$ cat src/rtl/nibble_ram_responder_if.sv
// Serial nibble RAM bus: initiator address/data nibbles, frame alignment and the
// host-side write port into the responder's word memory.
interface nibble_ram_responder_if #(
    parameter int RAM_PINS      = 4,
    parameter int WORD_BITS     = 16,
    parameter int MEM_ADDR_BITS = 6
);
    logic [RAM_PINS-1:0]      addr_bits;
    logic [RAM_PINS-1:0]      data_bits;
    logic                     sync;
    logic                     frame_start;
    logic                     wr_en;
    logic [MEM_ADDR_BITS-1:0] wr_addr;
    logic [WORD_BITS-1:0]     wr_data;

    modport master (
        output addr_bits, sync, wr_en, wr_addr, wr_data,
        input  data_bits, frame_start
    );

    modport slave (
        input  addr_bits, sync, wr_en, wr_addr, wr_data,
        output data_bits, frame_start
    );
endinterface

$ cat src/rtl/nibble_ram_responder.sv
// Responds to a nibble-serial address frame with the addressed memory word,
// returned nibble-serially during the following frame (LS nibble first).
module nibble_ram_responder #(
    parameter int RAM_LOG2_CYCLES = 2,
    parameter int RAM_PINS        = 4,
    parameter int MEM_ADDR_BITS   = 6
) (
    input  logic                  clk,
    input  logic                  reset,
    nibble_ram_responder_if.slave bus
);
    localparam int RAM_CYCLES = 2 ** RAM_LOG2_CYCLES;
    localparam int W          = RAM_PINS * RAM_CYCLES;
    localparam int DEPTH      = 2 ** MEM_ADDR_BITS;
    localparam logic [RAM_LOG2_CYCLES-1:0] LAST_CYCLE = RAM_LOG2_CYCLES'(RAM_CYCLES - 1);

    logic [RAM_LOG2_CYCLES-1:0] cnt_q, cnt_d;
    logic [W-1:0]               addr_q, addr_d;
    logic [W-1:0]               word_q, word_d;
    logic [W-1:0]               full_addr;
    logic [MEM_ADDR_BITS-1:0]   rd_idx;
    logic                       unused_addr_hi;

    logic [W-1:0] mem [DEPTH];

    // The top nibble is taken straight from the bus so the read fires at the frame's last edge.
    always_comb begin
        full_addr                  = addr_q;
        full_addr[W-1 -: RAM_PINS] = bus.addr_bits;
    end

    assign rd_idx         = full_addr[MEM_ADDR_BITS-1:0];
    assign unused_addr_hi = ^full_addr;

    always_comb begin
        cnt_d  = cnt_q + 1'b1;
        addr_d = addr_q;
        addr_d[int'(cnt_q) * RAM_PINS +: RAM_PINS] = bus.addr_bits;
        word_d = word_q;
        if (cnt_q == LAST_CYCLE) begin
            word_d = mem[rd_idx];
        end
        if (bus.sync) begin
            cnt_d  = '0;
            addr_d = '0;
            word_d = '0;
        end
    end

    always_ff @(posedge clk) begin
        if (reset) begin
            cnt_q  <= '0;
            addr_q <= '0;
            word_q <= '0;
        end else begin
            cnt_q  <= cnt_d;
            addr_q <= addr_d;
            word_q <= word_d;
        end
    end

    // NOTE: the memory array has no reset; contents survive reset and sync, and the
    // frame-end read above sees the pre-write value when both hit the same word.
    always_ff @(posedge clk) begin
        if (bus.wr_en) begin
            mem[bus.wr_addr] <= bus.wr_data;
        end
    end

    assign bus.data_bits   = word_q[int'(cnt_q) * RAM_PINS +: RAM_PINS];
    assign bus.frame_start = (cnt_q == '0);
endmodule

$ cat src/flat_wrapper.sv
// flat-port wrapper written by rule: the top's interface ports become plain ports
module nibble_ram_responder_flat 
#(
    parameter int RAM_LOG2_CYCLES = 2,
    parameter int RAM_PINS        = 4,
    parameter int MEM_ADDR_BITS   = 6
)
  (clk, reset, bus_addr_bits, bus_sync, bus_wr_en, bus_wr_addr, bus_wr_data, bus_data_bits, bus_frame_start);
  nibble_ram_responder_if #(.RAM_PINS(RAM_PINS), .WORD_BITS(16), .MEM_ADDR_BITS(MEM_ADDR_BITS)) bus_i ();
  input  logic clk;
  input  logic reset;
  input wire logic [$bits(bus_i.addr_bits)-1:0] bus_addr_bits;
  input wire logic [$bits(bus_i.sync)-1:0] bus_sync;
  input wire logic [$bits(bus_i.wr_en)-1:0] bus_wr_en;
  input wire logic [$bits(bus_i.wr_addr)-1:0] bus_wr_addr;
  input wire logic [$bits(bus_i.wr_data)-1:0] bus_wr_data;
  output wire logic [$bits(bus_i.data_bits)-1:0] bus_data_bits;
  output wire logic [$bits(bus_i.frame_start)-1:0] bus_frame_start;
  assign bus_i.addr_bits = bus_addr_bits;
  assign bus_i.sync = bus_sync;
  assign bus_i.wr_en = bus_wr_en;
  assign bus_i.wr_addr = bus_wr_addr;
  assign bus_i.wr_data = bus_wr_data;
  assign bus_data_bits = bus_i.data_bits;
  assign bus_frame_start = bus_i.frame_start;
  nibble_ram_responder #(.RAM_LOG2_CYCLES(RAM_LOG2_CYCLES), .RAM_PINS(RAM_PINS), .MEM_ADDR_BITS(MEM_ADDR_BITS)) u_core (.clk(clk), .reset(reset), .bus(bus_i));
endmodule
$ cat config.mk
export PLATFORM = sky130hd
export DESIGN_NAME = nibble_ram_responder_flat
export DESIGN_NICKNAME = d
export VERILOG_FILES = /design/src/rtl/nibble_ram_responder_if.sv /design/src/rtl/nibble_ram_responder.sv /design/src/flat_wrapper.sv
export SDC_FILE = /design/constraint.sdc
export NUM_CORES = 1
export LEC_CHECK = 0
export BUFFER_PORTS_ARGS = -buffer_cell sky130_fd_sc_hd__buf_2
export CORE_MARGIN = 1.5
export CORE_UTILIZATION = 30
export CTS_CLUSTER_DIAMETER = 60
export DETAILED_ROUTE_END_ITERATION = 10
export PLACE_DENSITY = 0.55
export SLEW_MARGIN = 20
export SYNTH_ARGS = -nofsm -noshare
export SYNTH_HDL_FRONTEND = slang
export SYNTH_SLANG_ARGS = --single-unit
$ cat constraint.sdc
create_clock -name clk -period 7.7 [get_ports clk]
set_input_delay 1.54 -clock clk [delete_from_list [all_inputs] [get_ports clk]]
set_output_delay 1.54 -clock clk [all_outputs]
set_load 0.01 [all_outputs]
==> flow_summary.ini, run 1 <==
[route]
routedWlPerCell_um = 25.45
wl_mm = 101.3
routed_via_density = 5.049
ant_nets = 0
drt_pass1_iterations = 6
vias = 20090
total_drc_errors_in_the_routed_layout = 0
dr.first_iter.drc_count = 2198

[yosys]
yosys-top-cells-count = sky130_fd_sc_hd__edfxtp_1 (1024), sky130_fd_sc_hd__mux2i_1 (256), sky130_fd_sc_hd__a22oi_1 (194), sky130_fd_sc_hd__mux4_2 (132), sky130_fd_sc_hd__nor2_1 (76)
netlist.area_leader.share = 0.7638
postSynth.asyncResetShare = 0
yosysTopAreaCell = sky130_fd_sc_hd__edfxtp_1
synth.area.top_cells = sky130_fd_sc_hd__edfxtp_1 (76%), sky130_fd_sc_hd__mux4_2 (7.4%), sky130_fd_sc_hd__mux2i_1 (6.4%), sky130_fd_sc_hd__a22oi_1 (3.6%), sky130_fd_sc_hd__dfxtp_1 (1.2%)
synth_edf_count = 1024
yosys_warnings = 0
most_used_standard_cell_by_instance_count_after_synthesis = sky130_fd_sc_hd__edfxtp_1
ys.flop_type = sky130_fd_sc_hd__edfxtp_1
synth.ff_latch_count = 1048
synth_area_um2 = 40260
syn_area_per_cell_um2 = 20.04
postSynthNetCount = 2043
syn-instance-count = 2009
seq_area_frac_synth = 0.7758
synth.distinct_cells = 33

[timing]
finalSetupViolCount = 0
final-max-slew-violation-count = 0
final.min_clock_period_ps = 3846
count_of_final_hold_check_violations = 0
worst_hold_slack_ps = 629.6
post-route-period-util = 0.4995
rsz0062_at_grt = no
worstMarginPinSlew_ps = 1064
fin_tns_setup_ps = 0
fmax_mhz = 260.0
slew-limit-headroom = 0.2906
clock_skew_ps = 19.22

[setup_path]
cp_cell_sequence = mux4_2 -> buf_2
crit_path_top_delay_cell = sky130_fd_sc_hd__dfxtp_1
critical_path.top_delay_family = flip-flops
start_kind = flop
path_class = flop to primary output
r2r-start = u_core.addr_q[2]
cp_required_ps = 6160
timing.critical_path.slowest_cell_delay_ps = 710
worst_ep_arrival_time_ps = 2310
crit_fanout = 10
end_kind = primary output
worstPathBufferInverterCount = 1
startpoint = u_core.cnt_q[0]

[run]
drv.max_cap_violation_count = 0

[clocking]
maximum_buffer_depth_of_the_clock_tree = 3
cts_sinks = 1048
clk_pin_slew_worst_paths_ps = 60
postCtsResizedCells = 0
tritoncts = built
cts.root.buffer_cell = sky130_fd_sc_hd__clkbuf_16
cts_made_buffers = 108
cts_hold_buf = 0
htree_levels = 3
worstSkewPairLatency_ps = 670
buffers_inserted_by_post_cts_timing_repair = 0

[die]
std_cell_rows = 134
die_span_in_x_um = 369.3
io_pins = 35
initial_utilization = 0.3020
die_h_um = 369.3
floorplan.die_area_um2 = 136400
core_area_um2 = 133300

[power]
powerDensity_nw_per_um2 = 256.0
power.leakage_uw = 0.01390
fin_total_pwr_uw = 11890
max-vdd-ir-drop_mv = 0.2283

[cells_and_area]
drive_above_1_share = 0.1958
n_fill_cell = 12380
finish.utilization = 0.3483
antenna_cells = 0
fin_nets = 2158
area.growth.synth_to_final_pct = 15.33

[min_path]
path_type_of_the_worst_min_delay_path = flop to flop
hold_start = u_core.word_q[10]

[place]
routability_congestion = 0.8140
port-buffer-count = 34
place.detailed.hpwl_mm = 57.96

[global_route]
number_of_global_route_vias_before_repair = 20070
groute.usage.overall = 0.1468
grt_first_pass_wirelength_mm = 145.4
grt_antenna_before_repair = 12
total_global_routing_overflow = 0
largest_net_degree_at_the_start_of_global_routing = 155

[run_status]
outcome = finished, final reports clean
kinds of logic after synthesis:
group | count (synthesis) | share of synthesized area
buffers and inverters | 124 | 0.01483
multiplexers | 388 | 0.1375
AND/OR/NAND/NOR | 215 | 0.02685
AO/OA/AOI/OAI | 230 | 0.04382
adder cells (fa/ha/maj) | 4 | 0.001243
flip-flops | 1048 | 0.7758
worst register-to-register path: cells and delay by family, from the launching register on:
kind	cells	cell delay, ps
and+or+nand+nor	1	300
buffers and inverters	2	960
DFF	1	920
muxes	1	330
AOI/OAI and AO/OA	3	1070
flip-flops by register name, indices dropped and copies added, names as in the netlist:
| register | count |
|---|---|
| u_core.mem | 1024 |
| u_core.addr_q | 6 |
| u_core.cnt_q | 2 |
| u_core.word_q | 16 |
worst paths after layout:
kind / slack, ps / depth (start not counted) / end
worst min register to register: 630 / 2 / u_core.word_q[10]
worst min-delay path: 630 / 2 / u_core.word_q[10]
worst max-delay path: 3850 / 2 / bus_data_bits[3]
worst max register to register: 4050 / 7 / u_core.word_q[15]
layout make-up:
type | count | area [um2] | area share
repair buffers | 126 | 918.4 | 0.01978
well taps | 1768 | 2212 | 0.04765
clock buffers | 124 | 2784 | 0.05996
multi-input cells | 837 | 8492 | 0.1829
flip-flops and latches | 1048 | 31240 | 0.6728
clock inverters | 74 | 773.2 | 0.01665
inverters | 3 | 11.26 | 0.0002425
through the flow:
step	instance area, um2	instances	setup slack [ps]
floorplan	40260	2009	4125
global route	46430	3980	3786
finish	46430	3980	3854
global placement	42830	3781	3853
CTS	46400	3979	3843
detailed placement	42840	3781	3870
routing by layer:
metal,share of wire,wire length [um],global-route usage
met2,0.45,45400,0.2200
met4,0.020,2029,0.03933
met3,0.070,7053,0.02665
met5,0.00064,65,0
met1,0.46,46740,0.2180
placed cells by master, fill, tap and decap left out, drive strengths merged, types with 18 or more instances in the layout:
master | netlist | final
dfxtp | 24 | 24
mux2i | 256 | 256
nand3 | 70 | 70
mux4 | 132 | 132
clkbuf | 54 | 124
nor3b | 18 | 18
a22oi | 194 | 194
clkinv | 0 | 51
nor2 | 77 | 77
nand4 | 18 | 18
buf | 67 | 126
edfxtp | 1024 | 1024
where the power goes:
group	switching, uW	internal (uW)	total, uW
combinational	274	119	393
sequential	20.0	6300	6320
clock	2140	3030	5170
Power figures use the tool's default switching activity.
==> run 2: changes to the inputs <==
--- a/config.mk
+++ b/config.mk
@@ -10,7 +10,7 @@
 export CORE_UTILIZATION = 30
 export CTS_CLUSTER_DIAMETER = 60
 export DETAILED_ROUTE_END_ITERATION = 10
-export PLACE_DENSITY = 0.55
+export PLACE_DENSITY = 0.56
 export SLEW_MARGIN = 20
 export SYNTH_ARGS = -nofsm -noshare
 export SYNTH_HDL_FRONTEND = slang
==> constraint.sdc (replaced) <==
create_clock -name clk -period 3.2 [get_ports clk]
set_input_delay 0.64 -clock clk [delete_from_list [all_inputs] [get_ports clk]]
set_output_delay 0.64 -clock clk [all_outputs]
set_load 0.01 [all_outputs]
==> run 2 against run 1 <==
  * Final cell count grew 1.6%
  * Utilization grew 0.47 points
  * Critical path type is now flop to flop
  * Setup slack lost 3600 ps
  * Clock power grew 130%
  * Count of clock-buffer cells in the layout grew 4
  * Wire length grew 6.6%
  * Worst hold slack lost 420 ps
  * Register-to-register slack lost 3800 ps
  * Flip-flop and latch count is the same
==> flow_summary.ini, run 2 (same netlist as run 1, synthesis figures left out) <==
[die]
die_span_in_x_um = 369.3
die_h_um = 369.3
core_area_um2 = 133300
initial_utilization = 0.3020
std_cell_rows = 134
floorplan.die_area_um2 = 136400
io_pins = 35

[setup_path]
timing.rr.end = u_core.word_q[11]
worst_ep_arrival_time_ps = 3530
r2r-start = u_core.addr_q[0]
timing.reg2reg.setup_slack_ps = 240
path_class = flop to flop
cp_cell_sequence = buf_12 -> buf_4 -> mux4_2 -> a22oi_1 -> nand4_1 -> a211o_1
cp_required_ps = 3770
critical_path.top_delay_family = compound AO/OA/AOI/OAI gates
start_kind = flop
crit_fanout = 26
worstPathBufferInverterCount = 2
ff2ff_path_depth = 6
timing.critical_path.slowest_cell_delay_ps = 540
crit_path_top_delay_cell = sky130_fd_sc_hd__mux4_2
end_kind = flop

[clocking]
htree_levels = 3
cts_hold_buf = 0
worstSkewPairLatency_ps = 680
clk_pin_slew_worst_paths_ps = 70
cts_made_buffers = 106
buffers_inserted_by_post_cts_timing_repair = 0
cts_sinks = 1048
maximum_buffer_depth_of_the_clock_tree = 3
tritoncts = built
cts.root.buffer_cell = sky130_fd_sc_hd__clkbuf_16
postCtsResizedCells = 0

[place]
place.detailed.hpwl_mm = 66.94
routability_congestion = 0.8380
dp_cells = 3854
port-buffer-count = 34

[cells_and_area]
drive_above_1_share = 0.2164
mostFrequentLayoutCells = sky130_fd_sc_hd__edfxtp_1 (1024), sky130_fd_sc_hd__mux2i_1 (256), sky130_fd_sc_hd__a22oi_1 (194), sky130_fd_sc_hd__buf_4 (138), sky130_fd_sc_hd__mux4_2 (132)
finish.utilization = 0.3530
area.growth.synth_to_final_pct = 16.88
largest_reg_flops = 1024
fin_nets = 2228
final_cell_count_no_fill = 4044
reg.largest.list = u_core.mem (1024), u_core.word_q (16), u_core.addr_q (6)
top_register = u_core.mem
layout_commonest_cell = sky130_fd_sc_hd__edfxtp_1

[route]
routed_via_density = 5.083
wl_mm = 108.0
dr.first_iter.drc_count = 2181
routedWlPerCell_um = 26.71
drt_pass1_iterations = 6
vias = 20560
ant_nets = 0
total_drc_errors_in_the_routed_layout = 0

[timing]
post-route-period-util = 0.9242
count_of_final_hold_check_violations = 0
final.min_clock_period_ps = 2957
rsz0062_at_grt = no
finalSetupViolCount = 0
fin_tns_setup_ps = 0
slew-limit-headroom = 0.3461
fmax_mhz = 338.1
clock_skew_ps = 25.97
final-max-slew-violation-count = 0
worstMarginPinSlew_ps = 980.9

[global_route]
total_global_routing_overflow = 0
grt_first_pass_wirelength_mm = 152.0
grt_antenna_before_repair = 17
largest_net_degree_at_the_start_of_global_routing = 65
number_of_global_route_vias_before_repair = 20430
groute.usage.overall = 0.1558

[power]
powerDensity_nw_per_um2 = 602.9
power.leakage_uw = 0.01427
max-vdd-ir-drop_mv = 0.4771

[run_status]
outcome = finished, final reports clean

[min_path]
path_type_of_the_worst_min_delay_path = input port to flop
hold_start = bus_wr_data[15]
hold-path-cell-count = 1
hold-path-endpoint = u_core.mem[13][15]

[run]
drv.max_cap_violation_count = 0
-- run 2: cell types whose count changed in the layout (fill, tap and decap cells not counted), sizes merged --
cell	previous run	this run
clkbuf	124	128
bufinv	13	11
clkinvlp	6	3
inv	7	6
diode	0	2
clkinv	51	43
buf	126	198
-- run 2: worst reg2reg max path: stages (launching register included) --
cell and delay (ps):
sky130_fd_sc_hd__dfxtp_4 520, sky130_fd_sc_hd__buf_12 290, sky130_fd_sc_hd__buf_4 290, sky130_fd_sc_hd__mux4_2 550, sky130_fd_sc_hd__a22oi_1 430, sky130_fd_sc_hd__nand4_1 390, sky130_fd_sc_hd__a211o_1 390
-- run 2: per-layer routing --
layer | track usage | vias up | share of wire
li1 | - | 8716 | -
met1 | 0.2153 | 10870 | 0.43
met2 | 0.2407 | 795 | 0.46
met3 | 0.04524 | 150 | 0.094
met4 | 0.03783 | 22 | 0.018
met5 | 0 | - | 0.0012
-- run 2: stage by stage --
step | power [uW] | worst slack (ps) | cell area, um2 | hold slack, ps
after floorplan | 15950 | 525.2 | 40260 | 530.8
after global placement | 16540 | 191.6 | 43670 | 614.1
after detailed placement | 16580 | 184.4 | 43670 | 614.4
after CTS | 28590 | 174.1 | 47050 | 166.2
after global routing | 29130 | 113.5 | 47050 | 198.7
final | 28370 | 242.5 | 47050 | 211.6
-- run 2: how the worst max path moves through the flow --
stage                     start                 to  slack, ps  cells after the start
6_report       u_core.addr_q[0]  u_core.word_q[11]        240                      6
5_1_grt        u_core.addr_q[0]  u_core.word_q[11]        110                      6
4_1_cts        u_core.addr_q[0]  u_core.word_q[11]        170                      6
3_5_place_dp   u_core.addr_q[0]  u_core.word_q[11]        180                      6
3_3_place_gp   u_core.addr_q[0]  u_core.word_q[11]        190                      6
2_1_floorplan    bus_wr_addr[3]  u_core.mem[48][0]        530                      4
-- run 2: area by class of cell --
cell class | instances | area (um2)
clock buffers | 128 | 2799
well taps | 1768 | 2212
multi-input cells | 837 | 8479
repair buffers | 198 | 1727
clock inverters | 60 | 581.8
flip-flops and latches | 1048 | 31240
inverters | 3 | 11.26
diodes | 2 | 5.005
fillers | 12290 | 86240
-- run 2: power by group --
| part | leakage, uW | switching (uW) | internal (uW) |
|---|---|---|---|
| Clock | 0.00165 | 5030 | 7070 |
| Sequential | 0.00941 | 38.1 | 15200 |
| Combinational | 0.00321 | 743 | 341 |
| Total | 0.0143 | 5810 | 22600 |
